$ cat src/rtl/shake_job_arbiter.sv
// Round-robin arbiter sharing one SHAKE core between NUM_REQ requesters, one whole job per grant.
// Latency: one arbitration cycle per job, then zero-cycle combinational pass-through in both directions.
// Backpressure: the granted side's valid/ready pass straight through; all non-granted requesters see ready low.
module shake_job_arbiter #(
    parameter  int NUM_REQ    = 4,
    parameter  int DATA_WIDTH = 64,
    localparam int GW         = $clog2(NUM_REQ)
) (
    input  logic                          clk,
    input  logic                          rst,
    input  logic [NUM_REQ-1:0]            req_in_valid,
    input  logic [NUM_REQ*DATA_WIDTH-1:0] req_in_data,
    input  logic [NUM_REQ-1:0]            req_in_last,
    output logic [NUM_REQ-1:0]            req_in_ready,
    output logic [NUM_REQ-1:0]            req_out_valid,
    output logic [DATA_WIDTH-1:0]         req_out_data,
    output logic                          req_out_last,
    input  logic [NUM_REQ-1:0]            req_out_ready,
    output logic                          core_in_valid,
    output logic [DATA_WIDTH-1:0]         core_in_data,
    output logic                          core_in_last,
    input  logic                          core_in_ready,
    input  logic                          core_out_valid,
    input  logic [DATA_WIDTH-1:0]         core_out_data,
    input  logic                          core_out_last,
    output logic                          core_out_ready,
    output logic                          busy,
    output logic [GW-1:0]                 grant_id,
    output logic [15:0]                   job_count
);

    typedef enum logic [1:0] {
        IDLE  = 2'd0,
        FEED  = 2'd1,
        DRAIN = 2'd2
    } state_t;

    state_t                  state;
    state_t                  state_next;
    logic [GW-1:0]           ptr;
    logic [GW-1:0]           ptr_inc;
    logic [GW-1:0]           pick;
    logic [GW-1:0]           idx;
    logic                    any_req;
    logic                    start;
    logic                    done;
    logic [DATA_WIDTH-1:0]   in_words [NUM_REQ];

    for (genvar i = 0; i < NUM_REQ; i++) begin : g_split
        assign in_words[i] = req_in_data[i*DATA_WIDTH +: DATA_WIDTH];
    end

    // Scan from the highest offset down so the lowest offset from ptr wins.
    always_comb begin
        pick    = ptr;
        any_req = 1'b0;
        idx     = '0;
        for (int k = NUM_REQ - 1; k >= 0; k--) begin
            idx = GW'((int'(ptr) + k) % NUM_REQ);
            if (req_in_valid[idx]) begin
                pick    = idx;
                any_req = 1'b1;
            end
        end
    end

    assign ptr_inc = (grant_id == GW'(NUM_REQ - 1)) ? '0 : grant_id + GW'(1);

    always_comb begin
        state_next     = state;
        start          = 1'b0;
        done           = 1'b0;
        busy           = 1'b0;
        req_in_ready   = '0;
        req_out_valid  = '0;
        core_in_valid  = 1'b0;
        core_in_data   = in_words[grant_id];
        core_in_last   = 1'b0;
        core_out_ready = 1'b0;
        req_out_data   = core_out_data;
        req_out_last   = core_out_last;
        case (state)
            IDLE: begin
                if (any_req) begin
                    start      = 1'b1;
                    state_next = FEED;
                end
            end
            FEED: begin
                busy                   = 1'b1;
                core_in_valid          = req_in_valid[grant_id];
                core_in_last           = req_in_last[grant_id];
                req_in_ready[grant_id] = core_in_ready;
                if (req_in_valid[grant_id] && core_in_ready && req_in_last[grant_id]) begin
                    state_next = DRAIN;
                end
            end
            DRAIN: begin
                busy                    = 1'b1;
                req_out_valid[grant_id] = core_out_valid;
                core_out_ready          = req_out_ready[grant_id];
                if (core_out_valid && req_out_ready[grant_id] && core_out_last) begin
                    done       = 1'b1;
                    state_next = IDLE;
                end
            end
            default: state_next = IDLE;
        endcase
    end

    always_ff @(posedge clk) begin
        if (rst) begin
            state     <= IDLE;
            grant_id  <= '0;
            ptr       <= '0;
            job_count <= '0;
        end else begin
            state <= state_next;
            if (start) begin
                grant_id <= pick;
            end
            if (done) begin
                ptr       <= ptr_inc;
                job_count <= job_count + 16'd1;
            end
        end
    end

endmodule

$ cat config.mk
export PLATFORM = sky130hd
export DESIGN_NAME = shake_job_arbiter
export DESIGN_NICKNAME = d
export VERILOG_FILES = /design/src/rtl/shake_job_arbiter.sv
export SDC_FILE = /design/constraint.sdc
export NUM_CORES = 1
export LEC_CHECK = 0
export CORE_AREA = 8 8 186 188
export CTS_CLUSTER_SIZE = 25
export DETAILED_ROUTE_END_ITERATION = 8
export DIE_AREA = 0 0 194 196
export PLACE_DENSITY_LB_ADDON = 0.15
export SYNTH_ARGS = -nofsm -noshare
export SYNTH_HDL_FRONTEND = slang
export SYNTH_SLANG_ARGS = --single-unit
$ cat constraint.sdc
create_clock -name clk -period 5 [get_ports clk]
set_clock_uncertainty 0.15 [all_clocks]
set_input_delay 0.5 -clock clk [delete_from_list [all_inputs] [get_ports clk]]
set_output_delay 0.5 -clock clk [all_outputs]
set_load 0.01 [all_outputs]
# == Word-level counts from Yosys, hierarchy flattened ==
# Index checks and enable logic that the tools add are counted.
# word_totals
output_inout_bits,159
in_bits,337
word_cells,75
reg_bits,22
# classes
n_lt_le_gt_ge,7
muxes,42
n_reduce_logical,8
bitwise,3
n_eq_ne,6
add_sub_neg,5
# ops
op,n
$bmux 64 s2,1
$mux 64,2
$mux 1,20
$add 16x1->16 const B,1
$mux 2,8
$lt 2x3->1 const B,5
$bmux 1 s2,7
$and 4x4->4,2
$mux 4,2
$ne 2x2->1 const B,3
$pmux 2 s3,1
$logic_and 1x1->1,5
$add 2x1->2 const B,2
$add 2x2->2 const B,2
$eq 2x2->1 const B,2
$ge 3x3->1 const B,1
$not 2->3,1
$reduce_and 3->1,1
$demux 1 s2,1
$eq 2x1->1 const B,1
$ge 2x1->1 const B,1
$logic_not 2->1,1
$reduce_or 2->1,1

# == Depth between registers and ports, before layout ==
# Gate-level depths: netlist (run 1).
# logic_depth
depth_word,9
ltp_mapped,8

# == Least setup slack after synthesis (run 1) ==
# OpenSTA, ideal clock, no wires.
# synth_path
path_kind,register to output
start,register grant_id[1]
end,output port req_in_ready[1]
stages_incl_launch_ff,7
required_time_ns,4.350
path_slack_ns,2.595
n_path_buf,3
arrival_time_ns,1.755
cell_sequence,dfxtp_1 > buf_2 > buf_1 > buf_1 > inv_1 > ha_1 > and3_1
# synth_via
elab_chain_cells,6
# synth_rtl
element,line,rtl
from (decl),28,"output logic [GW-1:0] grant_id,"
from (signal assigned),120,grant_id <= pick;
$lt 2x3->1 (not written as such) / $ge 2x1->1 (equally long branches),93,req_in_ready[grant_id] = core_in_ready;
$logic_and 1x1->1 (not written as such),93,
$mux 1 (not written as such),93,
$demux 1 s2 (*),93,
$and 4x4->4 (no line) (*),-,
$mux 4 (*),82,case (state)
to (decl),14,"output logic [NUM_REQ-1:0] req_in_ready,"
# Every way passes the cells marked *; elsewhere a longest branch is shown, timed or not.

# == Worst setup path in the final report (run 1) ==
# layout_path
start,register grant_id[0]
end,output port core_in_data[34]
# layout_via
elab_chain_cells,4
# layout_rtl
element,line,rtl
$not 2->3 (not written as such),77,core_in_data = in_words[grant_id];
$bmux 64 s2,77,
$mux 64 (not written as such) (2 in series),77,
to (decl),20,"output logic [DATA_WIDTH-1:0] core_in_data,"
# No other way between the ends. The select of a mux whose other input is x is not followed.

==> out/summary.txt, run 1 <==
setup slack after placement -> 1890 ps
average instance area after synthesis -> 10.9 µm²
via count -> 3,920
layout cells sized above 1 -> 12.9%
placement-stage cell area -> 6990 µm²
fin area -> 7080 µm²
number of buffers inserted by hold repair at cts -> 0
Die ar. -> 38,000 µm²
crit share post-route -> 65.5%
PnR Total Power -> 0.000989 W
Peak supply drop -> 0.0000764 V
total wire length after detailed routing -> 25,200 µm
number of remaining DRC errors -> 0
quantity of gates resized following cts -> 0
Worst slew margin -> 36.1%
width of the chip -> 194 µm
number of antenna violations at the first check in global routing -> 11
leakage power of the design -> 2.33 nW
Post-Synthesis Net Count -> 654
htree depth -> 1
outcome -> finished, final reports clean
Clock Root Buffer -> sky130_fd_sc_hd__clkbuf_16
effective utilization at floorplan -> 10.5%
Worst-path clk slew -> 60 ps
Detailed Place HPWL -> 22,300 µm
core area -> 31,900 µm²
critical path endpoint category -> output pin
final-layout setup total negative slack -> 0 ps
highest clock frequency the design can meet -> 0.305 GHz
dominant register cell in the synthesized netlist -> sky130_fd_sc_hd__dfxtp_1
TritonCTS clock tree -> yes
final std cells w/o fill -> 1,011
Startpoint Class -> flip-flop
count of buffers added by post-CTS timing repair for setup -> 0
proportion of synthesized chip area in sequential cells -> 13.1%
average wire per standard cell -> 25.0 µm
number of core rows -> 66
Buf+Inv Stages, Crit Path -> 2
via count of the first global-routing pass -> 4,245
placed instance count -> 999
Final #Nets -> 941
clock latency of the later-clocked register in the worst-skew pair -> 250 ps
Die Y-Extent -> 196 µm
count of antenna-violating nets left after detailed routing -> 0
max cap viols -> 0
Final Hold Violating Endpoints -> 0
Post-synth ARST share -> 0%
count of pins over their slew limit -> 0
Initial DRC Count -> 117
number of buffers created by CTS -> 3
Crit path max-delay family -> flip-flops
maximum number of pins on one net before global-route repair -> 47
clock period minus final worst setup slack -> 3280 ps
Yosys Warn Count -> 0
Top Ports -> 496
Port Buf Inserts -> 367
synthesized cell area -> 3350 µm²
worst setup margin -> 1720 ps
register bit total from synthesis -> 22
number of clock sinks -> 22
weighted congestion reported at the end of routability-driven placement -> 0.851
DRT Pass-1 Iters -> 4
worst-path fanout max -> 44
number of enable-type register cells in the synthesized netlist -> 0
Data arrival, critical path -> 2630 ps
total track usage -> 12.3%
Synth cell types -> 35
Slowest-stage cell, CP -> sky130_fd_sc_hd__dfxtp_4
Setup-failing EPs final -> 0
first-pass GRT wire length -> 34,200 µm
pwr dens -> 140 nW/µm²
sequence of cells on the critical path -> buf_12, mux4_2, clkdlybuf4s50_1
critical path class -> flip-flop to output pin
transition time of the tightest slew-check pin -> 955 ps
unrepaired setup endpoints after global routing -> no
area growth from synthesis to layout -> 111%
maximum buffer depth of the clock tree -> 2
min-delay worst type -> flip-flop to flip-flop
grt total ovfl -> 0
vias per cell -> 3.88
number of fill cells in the layout -> 3,421
synthesized instance count -> 309
required time worst endpoint -> 4350 ps
slowest stage delay, CP -> 900 ps
layer usage:
layer	vias to the layer above	global-route usage [%]	part of all wire, %
li1	1711	-	-
met1	1914	13.7	38
met2	263	21.5	50
met3	26	5.28	9.8
met4	6	3.08	1.7
met5	-	0	0.12
cells in the final DEF (no fill, tap or decap):
cell type                         count
sky130_fd_sc_hd__a2bb2oi_1            2
sky130_fd_sc_hd__o21ai_0              7
sky130_fd_sc_hd__mux2_2               3
sky130_fd_sc_hd__nor4_1               3
sky130_fd_sc_hd__inv_1               10
sky130_fd_sc_hd__o22ai_1              1
sky130_fd_sc_hd__o211a_1              1
sky130_fd_sc_hd__nor2b_1              5
sky130_fd_sc_hd__and3_1              12
sky130_fd_sc_hd__or3_1                9
sky130_fd_sc_hd__buf_12               1
sky130_fd_sc_hd__nand2_1              8
sky130_fd_sc_hd__a21oi_1             11
sky130_fd_sc_hd__nor2_1              16
sky130_fd_sc_hd__xor2_1               1
sky130_fd_sc_hd__or4_1                2
sky130_fd_sc_hd__a211o_1              2
sky130_fd_sc_hd__nor3_1               4
sky130_fd_sc_hd__mux2i_1              4
sky130_fd_sc_hd__a211oi_1             2
sky130_fd_sc_hd__clkbuf_16            3
sky130_fd_sc_hd__dfxtp_1             20
sky130_fd_sc_hd__mux4_2              66
sky130_fd_sc_hd__ha_1                 8
sky130_fd_sc_hd__clkdlybuf4s50_1    367
sky130_fd_sc_hd__dfxtp_4              2
sky130_fd_sc_hd__buf_4                1
sky130_fd_sc_hd__clkbuf_1             1
sky130_fd_sc_hd__nor3b_1              1
sky130_fd_sc_hd__nand4_1              2
sky130_fd_sc_hd__xnor2_1              6
sky130_fd_sc_hd__nand2b_1             2
sky130_fd_sc_hd__or2_2                1
sky130_fd_sc_hd__diode_2              8
sky130_fd_sc_hd__a221oi_1             1
sky130_fd_sc_hd__and2_1               2
sky130_fd_sc_hd__nand3_1              7
sky130_fd_sc_hd__a22o_1               1
kinds of logic (layout without fill, tap and decap cells):
kind of cell | count (synthesis) | count (layout) | share of synthesized area (%)
xor+xnor | 7 | 7 | 1.83
buf+inv | 97 | 383 | 18.6
simple gates | 74 | 74 | 11.7
compound gates | 28 | 28 | 5.18
mux | 73 | 73 | 46.5
flops | 22 | 22 | 13.1
fa+ha+maj | 8 | 8 | 2.98
other cells | 0 | 8 | 0
final timing paths:
| path | startpoint | endpoint | slack [ps] | cells past startpoint |
|---|---|---|---|---|
| max | grant_id[0]$_SDFFE_PP0P_ | core_in_data[34] | 1720 | 3 |
| min | job_count[15]$_SDFFE_PP0P_ | job_count[15]$_SDFFE_PP0P_ | 340 | 2 |
| max reg2reg | grant_id[0]$_SDFFE_PP0P_ | job_count[11]$_SDFFE_PP0P_ | 1970 | 5 |
| min reg2reg | job_count[15]$_SDFFE_PP0P_ | job_count[15]$_SDFFE_PP0P_ | 340 | 2 |
registers in the layout (all words and copies together) (netlist names):
name	flops
grant_id	2
ptr	2
state	2
job_count	16
worst min-delay path: cells and delay by family, from the launching register on:
family             cells  cell delay (ps)
DFF                    1              310
AOI/OAI and AO/OA      2              130
power by group:
part	switching [W]	internal [W]	leakage (nW)
clock network	0.0000647	0.000109	0.0382
registers	0.0000270	0.000179	0.179
logic	0.000188	0.000421	2.11
metrics by stage:
stage               hold WS [ps]  util (%)
floorplan                    309         -
global placement             334      21.9
CTS                          347      22.2
detailed placement           334      21.9
finish                       341      22.2
global route                 386      22.2
synthesized netlist by cell type (3+ instances only):
cell                        n  area share, %
sky130_fd_sc_hd__buf_4     67             15
sky130_fd_sc_hd__mux4_2    66             44
sky130_fd_sc_hd__dfxtp_1   22             13
sky130_fd_sc_hd__nor2_1    16            1.8
sky130_fd_sc_hd__and3_1    12            2.2
sky130_fd_sc_hd__a21oi_1   11            1.6
sky130_fd_sc_hd__inv_1     10            1.1
sky130_fd_sc_hd__clkbuf_1   9            1.0
sky130_fd_sc_hd__or3_1      9            1.7
sky130_fd_sc_hd__buf_2      8            1.2
sky130_fd_sc_hd__ha_1       8            3.0
sky130_fd_sc_hd__nand2_1    8           0.90
sky130_fd_sc_hd__nand3_1    7            1.0
sky130_fd_sc_hd__o21ai_0    7            1.0
sky130_fd_sc_hd__xnor2_1    6            1.6
sky130_fd_sc_hd__nor2b_1    5           0.93
sky130_fd_sc_hd__mux2i_1    4            1.2
sky130_fd_sc_hd__nor3_1     4           0.60
sky130_fd_sc_hd__buf_1      3           0.34
sky130_fd_sc_hd__mux2_2     3            1.0
sky130_fd_sc_hd__nor4_1     3           0.56
layout make-up:
cell class	instances	area [µm²]	share of cell area, %
multi-input cells	190	2290	32.3
repair buffers	369	3700	52.2
flip-flops and latches	22	448	6.32
clock buffers	4	78.8	1.11
diodes	8	20.0	0.283
well taps	408	510	7.21
inverters	10	37.5	0.530
Note: power is estimated with default switching activity, not from simulation.
==> run 2: changes to the inputs <==
==> constraint.sdc (replaced) <==
create_clock -name clk -period 2.97 [get_ports clk]
set_clock_uncertainty 0.15 [all_clocks]
set_input_delay 0.297 -clock clk [delete_from_list [all_inputs] [get_ports clk]]
set_output_delay 0.297 -clock clk [all_outputs]
set_load 0.01 [all_outputs]
==> out/summary.txt, run 2 (synthesized netlist as in run 1, its figures left out) <==
outcome -> finished, final reports clean
critical path class -> flip-flop to output pin
layout cells sized above 1 -> 14.3%
commonest non-fill, non-tap cells in the layout -> sky130_fd_sc_hd__clkdlybuf4s50_1, sky130_fd_sc_hd__mux4_2, sky130_fd_sc_hd__dfxtp_1, sky130_fd_sc_hd__nor2_1, sky130_fd_sc_hd__and3_1
Worst-path clk slew -> 70 ps
worst setup margin -> 304 ps
clock latency of the later-clocked register in the worst-skew pair -> 260 ps
highest clock frequency the design can meet -> 0.375 GHz
Peak supply drop -> 0.000196 V
PnR Total Power -> 0.00174 W
critical path startpoint -> grant_id[0]$_SDFFE_PP0P_
Die ar. -> 38,000 µm²
Clock Power Share -> 20.2%
number of remaining DRC errors -> 0
internal power -> 0.00125 W
Data arrival, critical path -> 2220 ps
share of power burned in combinational logic -> 61.5%
number of fill cells in the layout -> 3,467
total track usage -> 12.3%
Die Y-Extent -> 196 µm
met2 track demand over resource in global routing -> 21.8%
commonest non-fill, non-tap cell in the layout -> sky130_fd_sc_hd__clkdlybuf4s50_1
capture point of the worst path -> core_in_data[8]
Final #Nets -> 949
Worst slew margin -> 56.6%
register ranked first by flip-flop count -> job_count
vias per cell -> 3.86
htree depth -> 1
quantity of gates resized following cts -> 0
total wire length after detailed routing -> 25,200 µm
first-pass GRT wire length -> 34,200 µm
count of buffers added by post-CTS timing repair for setup -> 0
Top Ports -> 496
Setup-failing EPs final -> 0
number of clock sinks -> 22
busiest layer in global routing -> met2
maximum number of pins on one net before global-route repair -> 39
crit share post-route -> 89.8%
max reg flops -> 16
Initial DRC Count -> 162
sequential share of power -> 18.2%
final-layout setup total negative slack -> 0 ps
weighted congestion reported at the end of routability-driven placement -> 0.849
Detailed Place HPWL -> 22,600 µm
number of core rows -> 66
pwr dens -> 243 nW/µm²
worst-path fanout max -> 38
Hold WS -> 350 ps
Worst R2R Path Depth -> 6
Clock Root Buffer -> sky130_fd_sc_hd__clkbuf_16
count of pins over their slew limit -> 0
average wire per standard cell -> 24.7 µm
placed instance count -> 1,007
width of the chip -> 194 µm
transition time of the tightest slew-check pin -> 645 ps
min-delay worst type -> flip-flop to flip-flop
Final Hold Violating Endpoints -> 0
critical path endpoint category -> output pin
grt total ovfl -> 0
area growth from synthesis to layout -> 114%
leakage power of the design -> 2.38 nW
required time worst endpoint -> 2520 ps
number of buffers created by CTS -> 3
count of antenna-violating nets left after detailed routing -> 0
max cap viols -> 0
R2R Path End -> job_count[10]$_SDFFE_PP0P_
met1 global-route usage -> 13.7%
final std cells w/o fill -> 1,018
met3 layer usage reported by global route -> 5.11%
via count of the first global-routing pass -> 4,218
switching share of power -> 28.1%
TritonCTS clock tree -> yes
maximum buffer depth of the clock tree -> 2
Port Buf Inserts -> 367
number of antenna violations at the first check in global routing -> 10
net switching power -> 0.000489 W
setup slack after placement -> 374 ps
reg2reg start -> grant_id[0]$_SDFFE_PP0P_
DRT Pass-1 Iters -> 4
reg-to-reg slack, setup -> 620 ps
number of buffers inserted by hold repair at cts -> 0
core area -> 31,900 µm²
effective utilization at floorplan -> 10.5%
via count -> 3,925
Startpoint Class -> flip-flop
unrepaired setup endpoints after global routing -> no
clock period minus final worst setup slack -> 2670 ps
[run 2: final cells by class]
cell class,instances,area [µm²],share of cell area (%)
repair buffers,377,3760,52.5
multi-input cells,190,2290,31.9
well taps,408,510,7.13
flip-flops and latches,22,448,6.25
clock buffers,4,100,1.40
inverters,10,37.5,0.524
diodes,7,17.5,0.245
[run 2: power groups by stage]
stage	clock [W]	combinational, W	sequential, W
final	0.000352	0.00107	0.000317
after global routing	0.000377	0.00114	0.000320
after CTS	0.000366	0.00109	0.000319
after detailed placement	0	0.00109	0.000325
after global placement	0	0.00108	0.000325
after floorplan	0	0.000476	0.000313
[run 2: how the worst min path moves through the flow]
stage | cells past startpoint | slack, ps | startpoint | end
after detailed placement | 2 | 330 | job_count[15]$_SDFFE_PP0P_ | job_count[15]$_SDFFE_PP0P_
after global placement | 2 | 340 | job_count[15]$_SDFFE_PP0P_ | job_count[15]$_SDFFE_PP0P_
after CTS | 2 | 350 | job_count[15]$_SDFFE_PP0P_ | job_count[15]$_SDFFE_PP0P_
after floorplan | 2 | 310 | ptr[0]$_SDFFE_PP0P_ | ptr[0]$_SDFFE_PP0P_
after global routing | 2 | 380 | job_count[15]$_SDFFE_PP0P_ | job_count[15]$_SDFFE_PP0P_
final | 2 | 350 | job_count[15]$_SDFFE_PP0P_ | job_count[15]$_SDFFE_PP0P_
[run 2: worst max-delay path, stage by stage (launching register included)]
cell and delay, ps:
sky130_fd_sc_hd__dfxtp_4 480, sky130_fd_sc_hd__buf_12 310, sky130_fd_sc_hd__mux4_2 580, sky130_fd_sc_hd__clkdlybuf4s50_1 530
[run 2: metrics by stage]
step | utilization (%) | instance area, µm²
finish | 22.5 | 7160
global route | 22.5 | 7160
CTS | 22.4 | 7150
detailed placement | 22.1 | 7050
global placement | 22.1 | 7050
floorplan | - | 3350
[run 2: per-layer routing]
| metal | wire length [µm] | share of wire (%) |
|---|---|---|
| met5 | 35 | 0.14 |
| met4 | 291 | 1.2 |
| met3 | 2400 | 9.5 |
| met2 | 13100 | 52 |
| met1 | 9370 | 37 |
==> RTL edit 1 (settings of run 1) <==
Set the parameter `DATA_WIDTH` to 32 (it was 64).
--- a/src/rtl/shake_job_arbiter.sv
+++ b/src/rtl/shake_job_arbiter.sv
@@ -5,3 +5,3 @@
     parameter  int NUM_REQ    = 4,
-    parameter  int DATA_WIDTH = 64,
+    parameter  int DATA_WIDTH = 32,
     localparam int GW         = $clog2(NUM_REQ)
Interface: changed (resized core_in_data, core_out_data, req_in_data and req_out_data); port bits go from 496 to 272. The function was not compared with the original's and may differ.
==> RTL edit 1 against run 1 <==
- register-to-register slack better by 0.07 ns
- count of clock-buffer cells in the layout is 1 lower
- synthesized area is 26% lower
- sequential cell count stayed put
- cell area is 31% lower
- wire length is 40% lower
- worst setup slack worse by 0.077 ns
- total power is 12% higher
- critical path depth is 1 higher
==> RTL edit 1: results (changes against run 1) <==
{
  "grt": {
    "grt_pass1_vias": {"value": 3052, "change": "-28%"},
    "grt_pass1_wl": {"value": 22200, "unit": "um", "change": "-35%"},
    "number_of_antenna_violations_at_the_first_check_in_global_routing": {"value": 3, "change": "-8"},
    "met2_usage": {"value": 13.9, "unit": "%", "change": "-7.6 points"},
    "grt_use_total": {"value": 7.70, "unit": "%", "change": "-4.6 points"},
    "largest_net_degree_at_the_start_of_global_routing": {"value": 42, "change": "-11%"},
    "grt_util_met1": {"value": 7.96, "unit": "%", "change": "-5.7 points"}
  },
  "min_path": {
    "terminating_pin_of_the_worst_hold_path": "state[0]$_SDFFE_PP0P_",
    "worstHoldStart": "state[0]$_SDFFE_PP0P_"
  },
  "layout": {
    "nets": {"value": 599, "change": "-36%"},
    "drive_gt1_share": {"value": 12.6, "unit": "%", "change": "-0.35 points"}
  },
  "placed_design": {
    "buffer_ports.inserted": {"value": 207, "change": "-44%"},
    "routabilityCongestion": {"value": 0.750, "change": "-12%"},
    "dp_hpwl": {"value": 13100, "unit": "um", "change": "-41%"},
    "detailedPlace.worstSlack": {"value": 1.89, "unit": "ns", "change": "+0.00234 ns"}
  },
  "cts": {
    "postCtsSetupBuffers": {"value": 0, "change": "unchanged"},
    "cts_htree_levels": {"value": 1, "change": "unchanged"}
  },
  "detailed_routing": {
    "wl": {"value": 15200, "unit": "um", "change": "-40%"},
    "vias_per_cell": {"value": 3.35, "change": "-14%"},
    "wirelength_met1": {"value": 5750, "unit": "um", "change": "-40%"},
    "route.met2.wl": {"value": 7500, "unit": "um", "change": "-41%"},
    "dr_wl_met3": {"value": 1760, "unit": "um", "change": "-29%"}
  },
  "outcome": {
    "outcome": "finished, final reports clean"
  },
  "power": {
    "p_leak": {"value": 0.00155, "unit": "uW", "change": "-33%"},
    "max-vdd-ir-drop": {"value": 0.0996, "unit": "mV", "change": "+30%"}
  },
  "yosys": {
    "ys_top_cells_by_area": "mux4_2, dfxtp_1, buf_4, mux2_2, ha_1",
    "synth-seq-area-share": {"value": 17.7, "unit": "%", "change": "+4.6 points"},
    "synth.cells.most_frequent": "buf_4, mux4_2, dfxtp_1",
    "synth.distinct_cells": {"value": 39, "change": "+11%"},
    "synth.net_count": {"value": 433, "change": "-34%"}
  },
  "setup_path": {
    "r2r-start": "grant_id[1]$_SDFFE_PP0P_",
    "cp.arrival": {"value": 2.70, "unit": "ns", "change": "+0.07 ns"},
    "rr_endpoint": "job_count[10]$_SDFFE_PP0P_",
    "crit_path_max_fanout": {"value": 41, "change": "-6.8%"},
    "worst-r2r-setup-slack": {"value": 2.04, "unit": "ns", "change": "+0.07 ns"},
    "timing.reg2reg.worst_path_depth": {"value": 4, "change": "-1"},
    "timing.critical_path.to": "req_out_valid[1]"
  },
  "sta": {
    "max_slew.worst_pin.slew": {"value": 1.09, "unit": "ns", "change": "+0.136 ns"},
    "final_critical_delay_including_setup_and_external_delays": {"value": 3.35, "unit": "ns", "change": "+0.0775 ns"}
  }
}
RTL edit 1: cell types whose count changed after synthesis, moves of 4 or more:
cell and delta:
nand2b_1 +4, nor4_1 +6, mux4_2 -32, nor2_1 -5
nor2b_1 +7, or3_1 -8, mux2_2 +6, o31ai_1 +4
xnor2_1 -6, buf_4 -33
RTL edit 1: through the flow:
stage / instances / power [uW] / hold slack, ns / util (%) / cell area [um2]
CTS: 821 / 1140 / 0.353 / 15.3 / 4860
global route: 821 / 1190 / 0.406 / 15.3 / 4860
finish: 822 / 1110 / 0.346 / 15.3 / 4870
global placement: 817 / 899 / 0.329 / 14.9 / 4760
floorplan: 248 / 542 / 0.316 / - / 2480
detailed placement: 817 / 899 / 0.343 / 14.9 / 4760
RTL edit 1: cells by family (layout without fill, tap and decap cells):
| kind of cell | Yosys count | after routing | share of synthesized area (%) |
|---|---|---|---|
| simple gates | 82 | 82 | 19.0 |
| buf+inv | 57 | 222 | 14.6 |
| mux | 46 | 46 | 36.1 |
| compound gates | 33 | 33 | 8.56 |
| flops | 22 | 22 | 17.7 |
| fa+ha+maj | 8 | 8 | 4.03 |
| other cells | 0 | 1 | 0 |
RTL edit 1: critical path, stage by stage, from the launching register on:
cell and delay, ns:
dfxtp_2 1.02, inv_1 0.39, ha_1 0.31, and3_1 0.17
clkdlybuf4s50_1 0.48
RTL edit 1: area by class of cell:
type	count	area, um2
fillers	3553	27000
repair buffers	210	2090
multi-input cells	169	1680
well taps	408	510
flip-flops and latches	22	443
clock buffers	3	75.1
clock inverters	1	30.0
inverters	8	30.0
diodes	1	2.50
RTL edit 1: report_power, final:
part | internal (uW) | switching (uW) | leakage [uW]
sequential | 185 | 52.2 | 0.000179
combinational | 398 | 242 | 0.00132
clock | 159 | 72.0 | 0.0000511
==> RTL edit 2 (config.mk and constraints of run 1) <==
Made on the original files. Register the output `job_count` once more, with the module's reset; this adds one clock of latency there. The other outputs are not delayed to match.
--- a/src/rtl/shake_job_arbiter.sv
+++ b/src/rtl/shake_job_arbiter.sv
@@ -36,2 +36,4 @@
     } state_t;
+
+    logic [15:0] job_count_s0;
 
@@ -115,3 +117,3 @@
             ptr       <= '0;
-            job_count <= '0;
+            job_count_s0 <= '0;
         end else begin
@@ -123,4 +125,12 @@
                 ptr       <= ptr_inc;
-                job_count <= job_count + 16'd1;
+                job_count_s0 <= job_count_s0 + 16'd1;
             end
+        end
+    end
+
+    always_ff @(posedge clk) begin
+        if (rst) begin
+            job_count <= '0;
+        end else begin
+            job_count <= job_count_s0;
         end
Formal check against the unedited RTL: not equivalent (Yosys sat finds a counterexample within 4 cycles, from zero or initial values and one cycle with rst high).
==> RTL edit 2 against run 1 <==
- wire length is 0.88% higher
- sequential cell count is 16 higher
- total power is 62% higher
- synthesized cell count is 12% higher
- synthesized area is 13% higher
- first-iteration DRC count is 44% higher
- worst setup slack worse by 0.080 ns
- cell area is 7.1% higher
- critical path type unchanged
- largest power group unchanged
- highest routed layer unchanged
==> RTL edit 2: results (changes against run 1) <==
{
  "cts": {
    "clock-root-buffer": "clkbuf_16",
    "cts_buffers": {"value": 5, "change": "+2"},
    "cts_buffer_depth": {"value": 2, "change": "unchanged"},
    "insertion_delay": {"value": 0.27, "unit": "ns", "change": "+0.02 ns"},
    "cts_htree_levels": {"value": 2, "change": "+1"},
    "cts_resized": {"value": 0, "change": "unchanged"},
    "clk_pin_slew_worst_paths_ns": 0.05,
    "postCtsSetupBuffers": {"value": 0, "change": "unchanged"}
  },
  "yosys": {
    "synth.net_count": {"value": 692, "change": "+5.8%"},
    "synth_ff_type": "dfxtp_1",
    "number_of_cells_produced_by_synthesis": {"value": 347, "change": "+12%"},
    "ys_warn_count": {"value": 0, "change": "unchanged"},
    "synth.cells.most_frequent": "buf_4, mux4_2, dfxtp_1",
    "share_of_async_settable_or_async_resettable_flops_after_synthesis": {"value": 0, "unit": "%", "change": "unchanged"},
    "synth.distinct_cells": {"value": 34, "change": "-2.9%"},
    "ys_top_cells_by_area": "mux4_2, dfxtp_1, buf_4, ha_1, nor2b_1",
    "synth-seq-area-share": {"value": 20.0, "unit": "%", "change": "+6.9 points"}
  },
  "layout": {
    "nets": {"value": 982, "change": "+4.4%"},
    "largestRegisters": "job_count x16, job_count_s0 x16",
    "post_layout_nonfiller_instances": {"value": 1054, "change": "+4.3%"},
    "drive_gt1_share": {"value": 13.0, "unit": "%", "change": "+0.068 points"}
  },
  "grt": {
    "grt_use_total": {"value": 12.5, "unit": "%", "change": "+0.21 points"},
    "number_of_antenna_violations_at_the_first_check_in_global_routing": {"value": 11, "change": "unchanged"},
    "grt_pass1_wl": {"value": 34600, "unit": "um", "change": "+1.4%"},
    "grt_pass1_vias": {"value": 4474, "change": "+5.4%"},
    "largest_net_degree_at_the_start_of_global_routing": {"value": 48, "change": "+2.1%"}
  },
  "placed_design": {
    "buffer_ports.inserted": {"value": 367, "change": "unchanged"},
    "routabilityCongestion": {"value": 0.870, "change": "+2.2%"},
    "dpl-instance-area": {"value": 7430, "unit": "um2", "change": "+6.4%"},
    "number_of_placed_instances_with_taps_included": {"value": 1038, "change": "+3.9%"},
    "dp_hpwl": {"value": 22300, "unit": "um", "change": "about the same"}
  },
  "detailed_routing": {
    "vias_per_cell": {"value": 3.89, "change": "+0.35%"},
    "wire_per_inst": {"value": 24.2, "unit": "um", "change": "-3.2%"},
    "dr.pass1.iters": {"value": 4, "change": "unchanged"},
    "drt_iter0_markers": {"value": 169, "change": "+44%"}
  },
  "min_path": {
    "worstHoldPathType": "flop to flop"
  },
  "setup_path": {
    "crit_path_max_fanout": {"value": 47, "change": "+6.8%"},
    "cp.arrival": {"value": 2.71, "unit": "ns", "change": "+0.08 ns"},
    "slowest_delay_ns": 0.91,
    "worst_path_max_delay_cell": "dfxtp_4"
  },
  "outcome": {
    "outcome": "finished, final reports clean"
  },
  "power": {
    "max-vdd-ir-drop": {"value": 0.130, "unit": "mV", "change": "+70%"},
    "p_leak": {"value": 0.00255, "unit": "uW", "change": "+9.3%"}
  },
  "sta": {
    "slew_headroom": {"value": 42.1, "unit": "%", "change": "+6.0 points"}
  }
}
## RTL edit 2: cell types whose count changed after synthesis, sizes merged, moves of 7 or more
| cell | delta |
|---|---|
| nand4 | +8 |
| nor2 | +10 |
| or3 | -7 |
| dfxtp | +16 |
| xor2 | +10 |
| nor2b | +11 |
## RTL edit 2: routing by layer
metal	GRT usage, %	share of wire (%)	routed length, um	up-vias
li1	-	-	-	1822
met5	0	0.13	34	-
met3	4.64	7.6	1950	22
met2	24.7	57	14400	219
met4	3.31	1.2	315	6
met1	12.0	34	8750	2032
## RTL edit 2: through the flow
step / power (uW) / hold WS [ns] / util (%) / setup WS (ns)
floorplan: 820 / 0.309 / - / 2.66
finish: 1600 / 0.342 / 23.8 / 1.64
CTS: 1630 / 0.342 / 23.7 / 1.55
global route: 1700 / 0.365 / 23.8 / 1.42
detailed placement: 1330 / 0.330 / 23.3 / 1.85
global placement: 1320 / 0.335 / 23.3 / 1.87
## RTL edit 2: area by class of cell
type | count | area [um2]
timing repair buffer | 371 | 3700
tap | 408 | 510
multi-input combinational | 210 | 2410
clock buffer | 8 | 136
fill | 3429 | 24300
antenna | 8 | 20.0
sequential | 38 | 768
inverter | 11 | 41.3
## RTL edit 2: critical path, delay by kind of cell, from the launching register on
family / cells / cell delay [ns]
mux: 1 / 0.56
flops: 1 / 0.91
buf+inv: 2 / 0.93
## RTL edit 2: cells by family (layout without fill, tap and decap cells)
group / after synthesis / after routing / synth area share [%]
muxes: 72 / 72 / 40.7
other: 0 / 8 / 0
DFF: 38 / 38 / 20.0
buffers and inverters: 99 / 390 / 16.7
adders and majority gates: 8 / 8 / 2.63
xor gates and xnor gates: 12 / 12 / 2.76
and+or+nand+nor: 101 / 101 / 14.0
AOI/OAI and AO/OA: 17 / 17 / 3.26
## RTL edit 2: final timing paths
kind	start	end	slack [ns]	depth (start not counted)
worst max-delay path	grant_id[0]$_SDFFE_PP0P_	core_in_data[50]	1.64	3
worst min-delay path	job_count_s0[15]$_SDFFE_PP0P_	job_count[15]$_SDFF_PP0_	0.34	1
worst max register to register	grant_id[0]$_SDFFE_PP0P_	job_count_s0[15]$_SDFFE_PP0P_	2.30	5
worst min register to register	job_count_s0[15]$_SDFFE_PP0P_	job_count[15]$_SDFF_PP0_	0.34	1
## RTL edit 2: power breakdown
part | switching [uW] | internal (uW) | leakage [uW] | total (uW)
Combinational | 329 | 606 | 0.00217 | 935
Sequential | 59.7 | 314 | 0.000308 | 374
Clock | 108 | 185 | 0.0000652 | 293
Total | 496 | 1110 | 0.00255 | 1600
